==> src/rtl/tdm_pkg.sv <==
// Shared constants, state type and mask helper for the 8:1 TDM multiplexer.
package tdm_pkg;

  localparam int NUM_CH = 8;
  localparam int SEL_W  = 3;

  typedef enum logic {
    IDLE = 1'b0,
    SEND = 1'b1
  } tdm_state_t;

  // Index of the lowest set bit; returns 0 for an empty mask.
  function automatic logic [SEL_W-1:0] lowest_set(input logic [NUM_CH-1:0] m);
    lowest_set = '0;
    for (int i = NUM_CH - 1; i >= 0; i--) begin
      if (m[i]) lowest_set = SEL_W'(i);
    end
  endfunction

endpackage

==> src/rtl/tdm_mux_8to1_if.sv <==
// Serial link side of the TDM multiplexer: slot data, channel tag, framing and flow control.
interface tdm_mux_8to1_if #(
  parameter int WIDTH = 1
) ();
  import tdm_pkg::*;

  logic [WIDTH-1:0] out;
  logic [SEL_W-1:0] sel;
  logic             valid;
  logic             frame_sync;
  logic             frame_done;
  logic             out_ready;

  modport master (
    output out, sel, valid, frame_sync, frame_done,
    input  out_ready
  );

  modport slave (
    input  out, sel, valid, frame_sync, frame_done,
    output out_ready
  );
endinterface

==> src/rtl/tdm_next_ch.sv <==
// Finds the next enabled channel strictly above the current slot within a frame.
module tdm_next_ch
  import tdm_pkg::*;
(
  input  logic [NUM_CH-1:0] mask,
  input  logic [SEL_W-1:0]  sel,
  output logic [SEL_W-1:0]  next_sel,
  output logic              has_next
);

  // Scan downwards so the last hit is the closest set bit above sel.
  always_comb begin
    next_sel = sel;
    has_next = 1'b0;
    for (int i = NUM_CH - 1; i >= 0; i--) begin
      if (mask[i] && (i > int'(sel))) begin
        next_sel = SEL_W'(i);
        has_next = 1'b1;
      end
    end
  end

endmodule

==> src/rtl/tdm_mux_8to1.sv <==
// 8:1 time-division multiplexer: snapshots 8 channels per frame and sends the
// enabled ones in ascending order, each slot held for HOLD accepted beats.
module tdm_mux_8to1
  import tdm_pkg::*;
#(
  parameter int WIDTH = 1,
  parameter int HOLD  = 1
) (
  input  logic                    clk,
  input  logic                    rst_n,
  input  logic                    en,
  input  logic [NUM_CH-1:0]       ch_mask,
  input  logic [NUM_CH*WIDTH-1:0] in,
  tdm_mux_8to1_if.master          link
);

  localparam int              HCW       = $clog2(HOLD + 1);
  localparam logic [HCW-1:0]  HOLD_LAST = HCW'(HOLD - 1);

  tdm_state_t              state_q, state_d;
  logic [SEL_W-1:0]        sel_q, sel_d;
  logic [NUM_CH-1:0]       mask_q, mask_d;
  logic [NUM_CH*WIDTH-1:0] shadow_q, shadow_d;
  logic [HCW-1:0]          hold_cnt_q, hold_cnt_d;
  logic [WIDTH-1:0]        out_q, out_d;
  logic                    valid_q, valid_d;
  logic                    frame_sync_q, frame_sync_d;
  logic                    frame_done_q, frame_done_d;

  logic [SEL_W-1:0]        next_sel;
  logic                    has_next;
  logic                    capture_ok;
  logic                    accept;
  logic                    start_frame;
  logic [SEL_W-1:0]        cap_sel;

  tdm_next_ch u_next_ch (
    .mask     (mask_q),
    .sel      (sel_q),
    .next_sel (next_sel),
    .has_next (has_next)
  );

  assign capture_ok = en && (ch_mask != '0);
  assign cap_sel    = lowest_set(ch_mask);
  assign accept     = valid_q && link.out_ready;

  // Next-state and output logic: frame capture, slot advance, frame end.
  always_comb begin
    state_d      = state_q;
    sel_d        = sel_q;
    mask_d       = mask_q;
    shadow_d     = shadow_q;
    hold_cnt_d   = hold_cnt_q;
    out_d        = out_q;
    valid_d      = valid_q;
    frame_sync_d = frame_sync_q;
    frame_done_d = 1'b0;
    start_frame  = 1'b0;

    case (state_q)
      IDLE: begin
        valid_d      = 1'b0;
        frame_sync_d = 1'b0;
        start_frame  = capture_ok;
      end
      SEND: begin
        if (accept) begin
          if (hold_cnt_q == HOLD_LAST) begin
            hold_cnt_d = '0;
            if (has_next) begin
              sel_d        = next_sel;
              out_d        = shadow_q[int'(next_sel)*WIDTH +: WIDTH];
              frame_sync_d = 1'b0;
            end else begin
              // Last beat of the frame: either roll straight into a new frame or go idle.
              frame_done_d = 1'b1;
              if (capture_ok) begin
                start_frame = 1'b1;
              end else begin
                state_d      = IDLE;
                valid_d      = 1'b0;
                frame_sync_d = 1'b0;
                out_d        = '0;
              end
            end
          end else begin
            hold_cnt_d = hold_cnt_q + HCW'(1);
          end
        end
      end
      default: state_d = IDLE;
    endcase

    if (start_frame) begin
      state_d      = SEND;
      shadow_d     = in;
      mask_d       = ch_mask;
      sel_d        = cap_sel;
      out_d        = in[int'(cap_sel)*WIDTH +: WIDTH];
      valid_d      = 1'b1;
      frame_sync_d = 1'b1;
      hold_cnt_d   = '0;
    end
  end

  // State, snapshot and output registers; async reset returns everything to idle zeros.
  always_ff @(posedge clk or negedge rst_n) begin
    if (!rst_n) begin
      state_q      <= IDLE;
      sel_q        <= '0;
      mask_q       <= '0;
      shadow_q     <= '0;
      hold_cnt_q   <= '0;
      out_q        <= '0;
      valid_q      <= 1'b0;
      frame_sync_q <= 1'b0;
      frame_done_q <= 1'b0;
    end else begin
      state_q      <= state_d;
      sel_q        <= sel_d;
      mask_q       <= mask_d;
      shadow_q     <= shadow_d;
      hold_cnt_q   <= hold_cnt_d;
      out_q        <= out_d;
      valid_q      <= valid_d;
      frame_sync_q <= frame_sync_d;
      frame_done_q <= frame_done_d;
    end
  end

  assign link.out        = out_q;
  assign link.sel        = sel_q;
  assign link.valid      = valid_q;
  assign link.frame_sync = frame_sync_q;
  assign link.frame_done = frame_done_q;

endmodule
==> src/flat_wrapper.sv <==
// flat-port wrapper written by rule: the top's interface ports become plain ports
module tdm_mux_8to1_flat import tdm_pkg::*;
#(
  parameter int WIDTH = 1,
  parameter int HOLD  = 1
)
  (clk, rst_n, en, ch_mask, in, link_out, link_sel, link_valid, link_frame_sync, link_frame_done, link_out_ready);
  tdm_mux_8to1_if #(.WIDTH(WIDTH)) link_i ();
  input  logic clk;
  input  logic rst_n;
  input  logic en;
  input  logic [NUM_CH-1:0] ch_mask;
  input  logic [NUM_CH*WIDTH-1:0] in;
  output wire logic [$bits(link_i.out)-1:0] link_out;
  output wire logic [$bits(link_i.sel)-1:0] link_sel;
  output wire logic [$bits(link_i.valid)-1:0] link_valid;
  output wire logic [$bits(link_i.frame_sync)-1:0] link_frame_sync;
  output wire logic [$bits(link_i.frame_done)-1:0] link_frame_done;
  input wire logic [$bits(link_i.out_ready)-1:0] link_out_ready;
  assign link_out = link_i.out;
  assign link_sel = link_i.sel;
  assign link_valid = link_i.valid;
  assign link_frame_sync = link_i.frame_sync;
  assign link_frame_done = link_i.frame_done;
  assign link_i.out_ready = link_out_ready;
  tdm_mux_8to1 #(.WIDTH(WIDTH), .HOLD(HOLD)) u_core (.clk(clk), .rst_n(rst_n), .en(en), .ch_mask(ch_mask), .in(in), .link(link_i));
endmodule
==> config.mk <==
export PLATFORM = sky130hd
export DESIGN_NAME = tdm_mux_8to1_flat
export DESIGN_NICKNAME = d
export VERILOG_FILES = /design/src/rtl/tdm_pkg.sv /design/src/rtl/tdm_mux_8to1_if.sv /design/src/rtl/tdm_next_ch.sv /design/src/rtl/tdm_mux_8to1.sv /design/src/flat_wrapper.sv
export SDC_FILE = /design/constraint.sdc
export NUM_CORES = 1
export LEC_CHECK = 0
export CORE_MARGIN = 2
export CORE_UTILIZATION = 45
export DETAILED_ROUTE_END_ITERATION = 16
export PLACE_DENSITY = 0.8
export REMOVE_ABC_BUFFERS = 1
export SYNTH_ARGS = -nofsm -noshare
export SYNTH_HDL_FRONTEND = slang
export SYNTH_SLANG_ARGS = --single-unit
export TNS_END_PERCENT = 50
==> constraint.sdc <==
create_clock -name clk -period 3.1 [get_ports clk]
set_input_delay 0.31 -clock clk [delete_from_list [all_inputs] [get_ports clk]]
set_output_delay 0.31 -clock clk [all_outputs]
set_load 0.01 [all_outputs]
After elaboration in Yosys (flattened, before gate mapping)
Index checks and enable logic that the tools add are counted.
{ "classes": {"order_cmp": 7, "n_bitwise": 1, "div_mod_pow": 0, "addsub": 1, "muxes": 61, "n_reduce_logical": 18, "shift": 2, "eq_ne": 7, "multipliers": 0} }
{ "op_table": {"columns": ["op", "n"], "rows": [
  ["$mux W3", 20],
  ["$mux W1", 38],
  ["$shiftx A8 B4 Y1", 2],
  ["$gt A3 B3 Y1 const A", 4],
  ["$ne A3 B3 Y1 const B", 4],
  ["$reduce_and A4 Y1", 3],
  ["$logic_and A1 B1 Y1", 9],
  ["$reduce_bool A8 Y1", 1],
  ["$gt A2 B3 Y1 const A", 2],
  ["$pmux W1 S2", 3],
  ["$reduce_bool A2 Y1", 3],
  ["$ne A4 B4 Y1 const B", 1],
  ["$gt A1 B3 Y1 const A", 1],
  ["$ne A3 B2 Y1 const B", 1],
  ["$reduce_and A3 Y1", 1],
  ["$ne A2 B2 Y1 const B", 1],
  ["$reduce_and A2 Y1", 1],
  ["$add A1 B1 Y1 const B", 1],
  ["$not A1 Y1", 1]
]} }
{ "word_totals": {"output_inout_bits": 7, "ram_bits": 0, "register_bits": 25, "romBits": 0, "latch_bits": 0, "inputBits": 20, "memories": 0} }

Logic depth before layout (Yosys ltp)
{ "depth": {"word_depth": 15, "ltp_mapped": 10, "ltp_nobuf": 7} }

Modules after synthesis
From an unflattened synthesis, not the netlist that was laid out.
{ "unflattened": {"cells_unflattened": 133, "hier_area_um2": 1407.6} }
{ "by_module_without_submodules": {"columns": ["module", "n_inst", "seq_area_each_um2", "cells_per_inst", "area_each_um2"], "rows": [
  ["tdm_mux_8to1", 1, 600.6, 98, 1193.6],
  ["tdm_next_ch", 1, 0.0, 35, 214.0]
]} }

Worst setup path before layout
No wires, ideal clock.
{ "synth_timing": {"path_kind": "register to register", "start": "reg u_core.sel_q[1] (netlist: u_core.link.sel[1])", "end": "reg u_core.out_q (netlist: u_core.link.out)", "n_path_buf": 1, "path_stages_with_launch": 8, "t_arrival_ps": 1816, "required_ps": 2964, "setup_ps": 136, "synth_period_minus_slack_ps": 1952, "slack_ps": 1148, "path_cell_list": "dfrtp_1 > buf_4 > o21bai_1 > a31oi_2 > mux4_2 > mux2i_1 > or2_1 > o311ai_1"} }
{ "synth_between": {"elab_chain_len": 15, "elab_cells_between_ends": 43, "classes_between": "order compare (7); eq/ne (2); shift (1); mux (23); reduce/logical (10)"} }
{ "synth_lines": {"columns": ["element", "line", "rtl"], "rows": [
  ["start: declaration", "tdm_mux_8to1.sv:21", "logic [SEL_W-1:0] sel_q, sel_d;"],
  ["start signal: assignment", "tdm_mux_8to1.sv:121", "sel_q <= sel_d;"],
  ["$gt A3 B3 Y1", "tdm_next_ch.sv:16", "if (mask[i] && (i > int'(sel))) begin"],
  ["$logic_and A1 B1 Y1", "tdm_next_ch.sv:16", null],
  ["$mux W3 or $mux W1 (tied branches) (7 in a row)", "tdm_next_ch.sv:16", null],
  ["$shiftx A8 B4 Y1 or $mux W1 (tied branches)", "tdm_mux_8to1.sv:73, tdm_mux_8to1.sv:71", null],
  ["$mux W1 (on tied branches)", "tdm_mux_8to1.sv:71, tdm_mux_8to1.sv:69", null],
  ["$mux W1 (on tied branches)", "tdm_mux_8to1.sv:69, tdm_mux_8to1.sv:68", null],
  ["$mux W1 or $pmux W1 S2 (tied branches)", "tdm_mux_8to1.sv:68, tdm_mux_8to1.sv:61", null],
  ["$mux W1 (tied with other cells)", "tdm_mux_8to1.sv:61", "case (state_q)"],
  ["$mux W1 or $reduce_and A4 Y1 (tied branches)", null, null],
  ["end signal: assignment", "tdm_mux_8to1.sv:125", "out_q <= out_d;"],
  ["end: declaration", "tdm_mux_8to1.sv:25", "logic [WIDTH-1:0] out_q, out_d;"]
]} }
Several ways; a longest one is shown, not always the timed one. The select of a mux whose other input is x is not followed.
A chain may end at the register's enable or synchronous reset.

Worst setup path after layout
{ "layout_timing": {"start": "reg u_core.sel_q[2] (netlist: u_core.link.sel[2])", "end": "reg u_core.out_q (netlist: u_core.link.out)"} }
Same word-level chain as after synthesis.

==> run summary <==
Outcome: finished clean
Final min period: 2.20 ns
Setup slack after layout: 0.898 ns
Post-route cell area: 1680 um^2
Worst min path class: register to register
Multi-input gate area: 749 um^2
Clk_skew: 0.0124 ns
Share of post-route cells with drive strength above 1: 17.2%
Die span in y: 59.8 um
Cell Area, Synth: 1400 um^2
Post-synthesis cell type count: 37
Worst-path fanout max: 12
Ys async rst share: 100%
Clk sinks: 23
Most instantiated cells after synthesis: 23 x dfrtp_1, 12 x nand2_1, 12 x nor2_1, 11 x a21oi_1, 9 x mux2_4
Crit path kind: register to register
Largest net degree at the start of global routing: 25
CTS tree: yes
Post-DP Area: 1650 um^2
Net count, final: 178
Io pins: 27
DR vias: 1112
Sw Ratio: 39.5%
Gate power share: 53.7%
Worst IR Drop VDD: 455 uV
Area Growth Syn to Fin: 19.9%
Top-count cell post-synth: dfrtp_1
Power density cells: 958 nW/um^2
Post-Syn Instances: 132
Cell Int Power: 973 uW
Via-to-Cell Ratio: 5.85
Post-CTS setup buffers: 0
Yosys reg bits: 23
DP HPWL: 2.34 mm
Placer congestion estimate: 0.848
Remaining Overflow, GRT: 0
HP Start: u_core.shadow_q[1]
CTS root buffer: clkbuf_4
Pre-CTS setup slack: 0.575 ns
Static Leak: 0.729 nW
Worst relative slew slack: 29.9%
Core Area: 3000 um^2
DRC errors left: 0
Initial antenna violation count: 0
# rows: 20
Seq. cell area: 576 um^2
Slew of the pin with the lowest slew margin: 1.05 ns
Wirelength per Cell: 16.5 um
Final wirelength: 3.13 mm
Worst Path Required: 3.31 ns
Reg power frac: 37.3%
Initial drt markers: 43
Clock Tree Buf Depth: 2
CTS Hold Buffers Added: 0
Avg Cell Area, Syn: 10.6 um^2
Total negative setup slack: 0 ns
Fillers: 264
Total CTS buffers: 3
Area leader, netlist: dfrtp_1
Max-cap violations: 0
Post-synth EDFFs: 0
Fmax: 454 MHz
Net switching power: 635 uW
Initial Util: 46.6%
Final hold violation count: 0
Yosys warning total: 0
Clock power frac: 9.0%
Die width: 59.8 um
Final Max Slew Viols: 0
Total power: 1.61 mW
Worst skew pair latency: 0.32 ns
Synth area leaders: dfrtp_1 41%, mux2_4 9.7%, a21oi_1 3.9%
Port bufs: 26
H-tree levels: 1
Post-route clock period utilization: 71.0%
Arrival @ worst endpoint: 2.41 ns
Number of global-route vias before repair: 1142
Startpoint types: register
Tot GR Track Use: 20.5%
Clock-pin slew on the worst setup and hold paths: 0.13 ns
Antenna Nets Post-Route: 0
CP endpoint kind: register
Finish-stage setup viols: 0
RSZ-0062 raised after global routing: no
Crit. Startpoint: u_core.link.sel[2]
Sequential area share after synthesis: 41.1%
Main flop type after synthesis: dfrtp_1
Reg-to-Reg Start: u_core.link.sel[2]
DR pass1 iterations: 4
Die ar.: 3570 um^2
Antenna Cells: 0
Post-CTS resize count: 0
Post-synth top area share: 41.1%
First-pass GRT wire length: 5.38 mm
[per-stage QoR]
step	hold WS [ns]	utilization, %	std cells
global placement	0.471	55.0	186
CTS	0.525	55.9	190
floorplan	0.0144	-	126
global route	0.547	55.9	190
detailed placement	0.497	55.0	186
finish	0.518	55.9	190
[metal layers]
metal	vias to the layer above	GRT usage, %	wire length, um
li1	527	-	-
met1	536	26.3	1340
met2	43	33.4	1550
met3	6	4.76	163
met4	0	7.94	72
met5	-	0	0
[area by class of cell]
type	count	share of cell area [%]
Inverter	5	1.12
Timing Repair Buffer	27	15.9
Tap cell	33	2.46
Multi-Input combinational cell	98	44.6
Sequential cell	23	34.3
Clock buffer	4	1.56
[path summary, 6_finish.rpt]
check | endpoint | slack (ns) | cells after the start
max | u_core.link.out | 0.90 | 7
min | u_core.shadow_q[1] | 0.52 | 1
max reg2reg | u_core.link.out | 0.90 | 7
min reg2reg | u_core.shadow_q[1] | 0.52 | 1
max in group asynchronous | u_core.link.sel[1] | 1.92 | 1
min in group asynchronous | u_core.mask_q[4] | 0.53 | 1
[state kept, by name, indices dropped and copies added (netlist names)]
signal and cells:
u_core.link.valid 1, u_core.link.frame_sync 1, u_core.mask_q 7, u_core.link.sel 3, u_core.shadow_q 8, u_core.link.frame_done 1
u_core.state_q 1, u_core.link.out 1
[critical path, stage by stage (launching register included)]
cell	delay (ns)
dfrtp_1	0.56
a21bo_2	0.28
a32o_1	0.28
o21ai_0	0.27
mux4_2	0.35
mux2i_1	0.15
or2_1	0.12
o311ai_1	0.08
[kinds of logic after synthesis]
logic type	after synthesis	share of synthesized area, %
AO/OA/AOI/OAI	35	18.9
buffers and inverters	11	5.36
flip-flops	23	41.1
multiplexers	21	20.5
AND/OR/NAND/NOR	42	14.1
[layout by cell type, fill, tap and decap left out, types with 2 or more instances in the layout]
cell type / netlist / layout
a21bo_2: 2 / 2
a21oi_1: 11 / 11
clkbuf_4: 0 / 3
clkdlybuf4s50_1: 0 / 26
dfrtp_1: 23 / 23
inv_1: 5 / 5
mux2_1: 2 / 2
mux2_2: 3 / 3
mux2_4: 9 / 9
mux2i_1: 5 / 5
mux4_2: 2 / 2
nand2_1: 12 / 12
nand2b_1: 5 / 5
nand3_1: 6 / 6
nor2_1: 12 / 12
nor2b_1: 3 / 3
o21ai_0: 3 / 3
o21ai_1: 3 / 3
o21ai_2: 2 / 2
o21bai_1: 2 / 2
o221ai_1: 2 / 2
[power by group through the flow]
stage	combinational [mW]	sequential, mW	clock, mW
floorplan	0.621	0.573	0
global placement	0.826	0.590	0
detailed placement	0.846	0.606	0
CTS	0.857	0.598	0.148
global route	0.944	0.623	0.161
finish	0.863	0.601	0.144
Power figures use the tool's default switching activity.
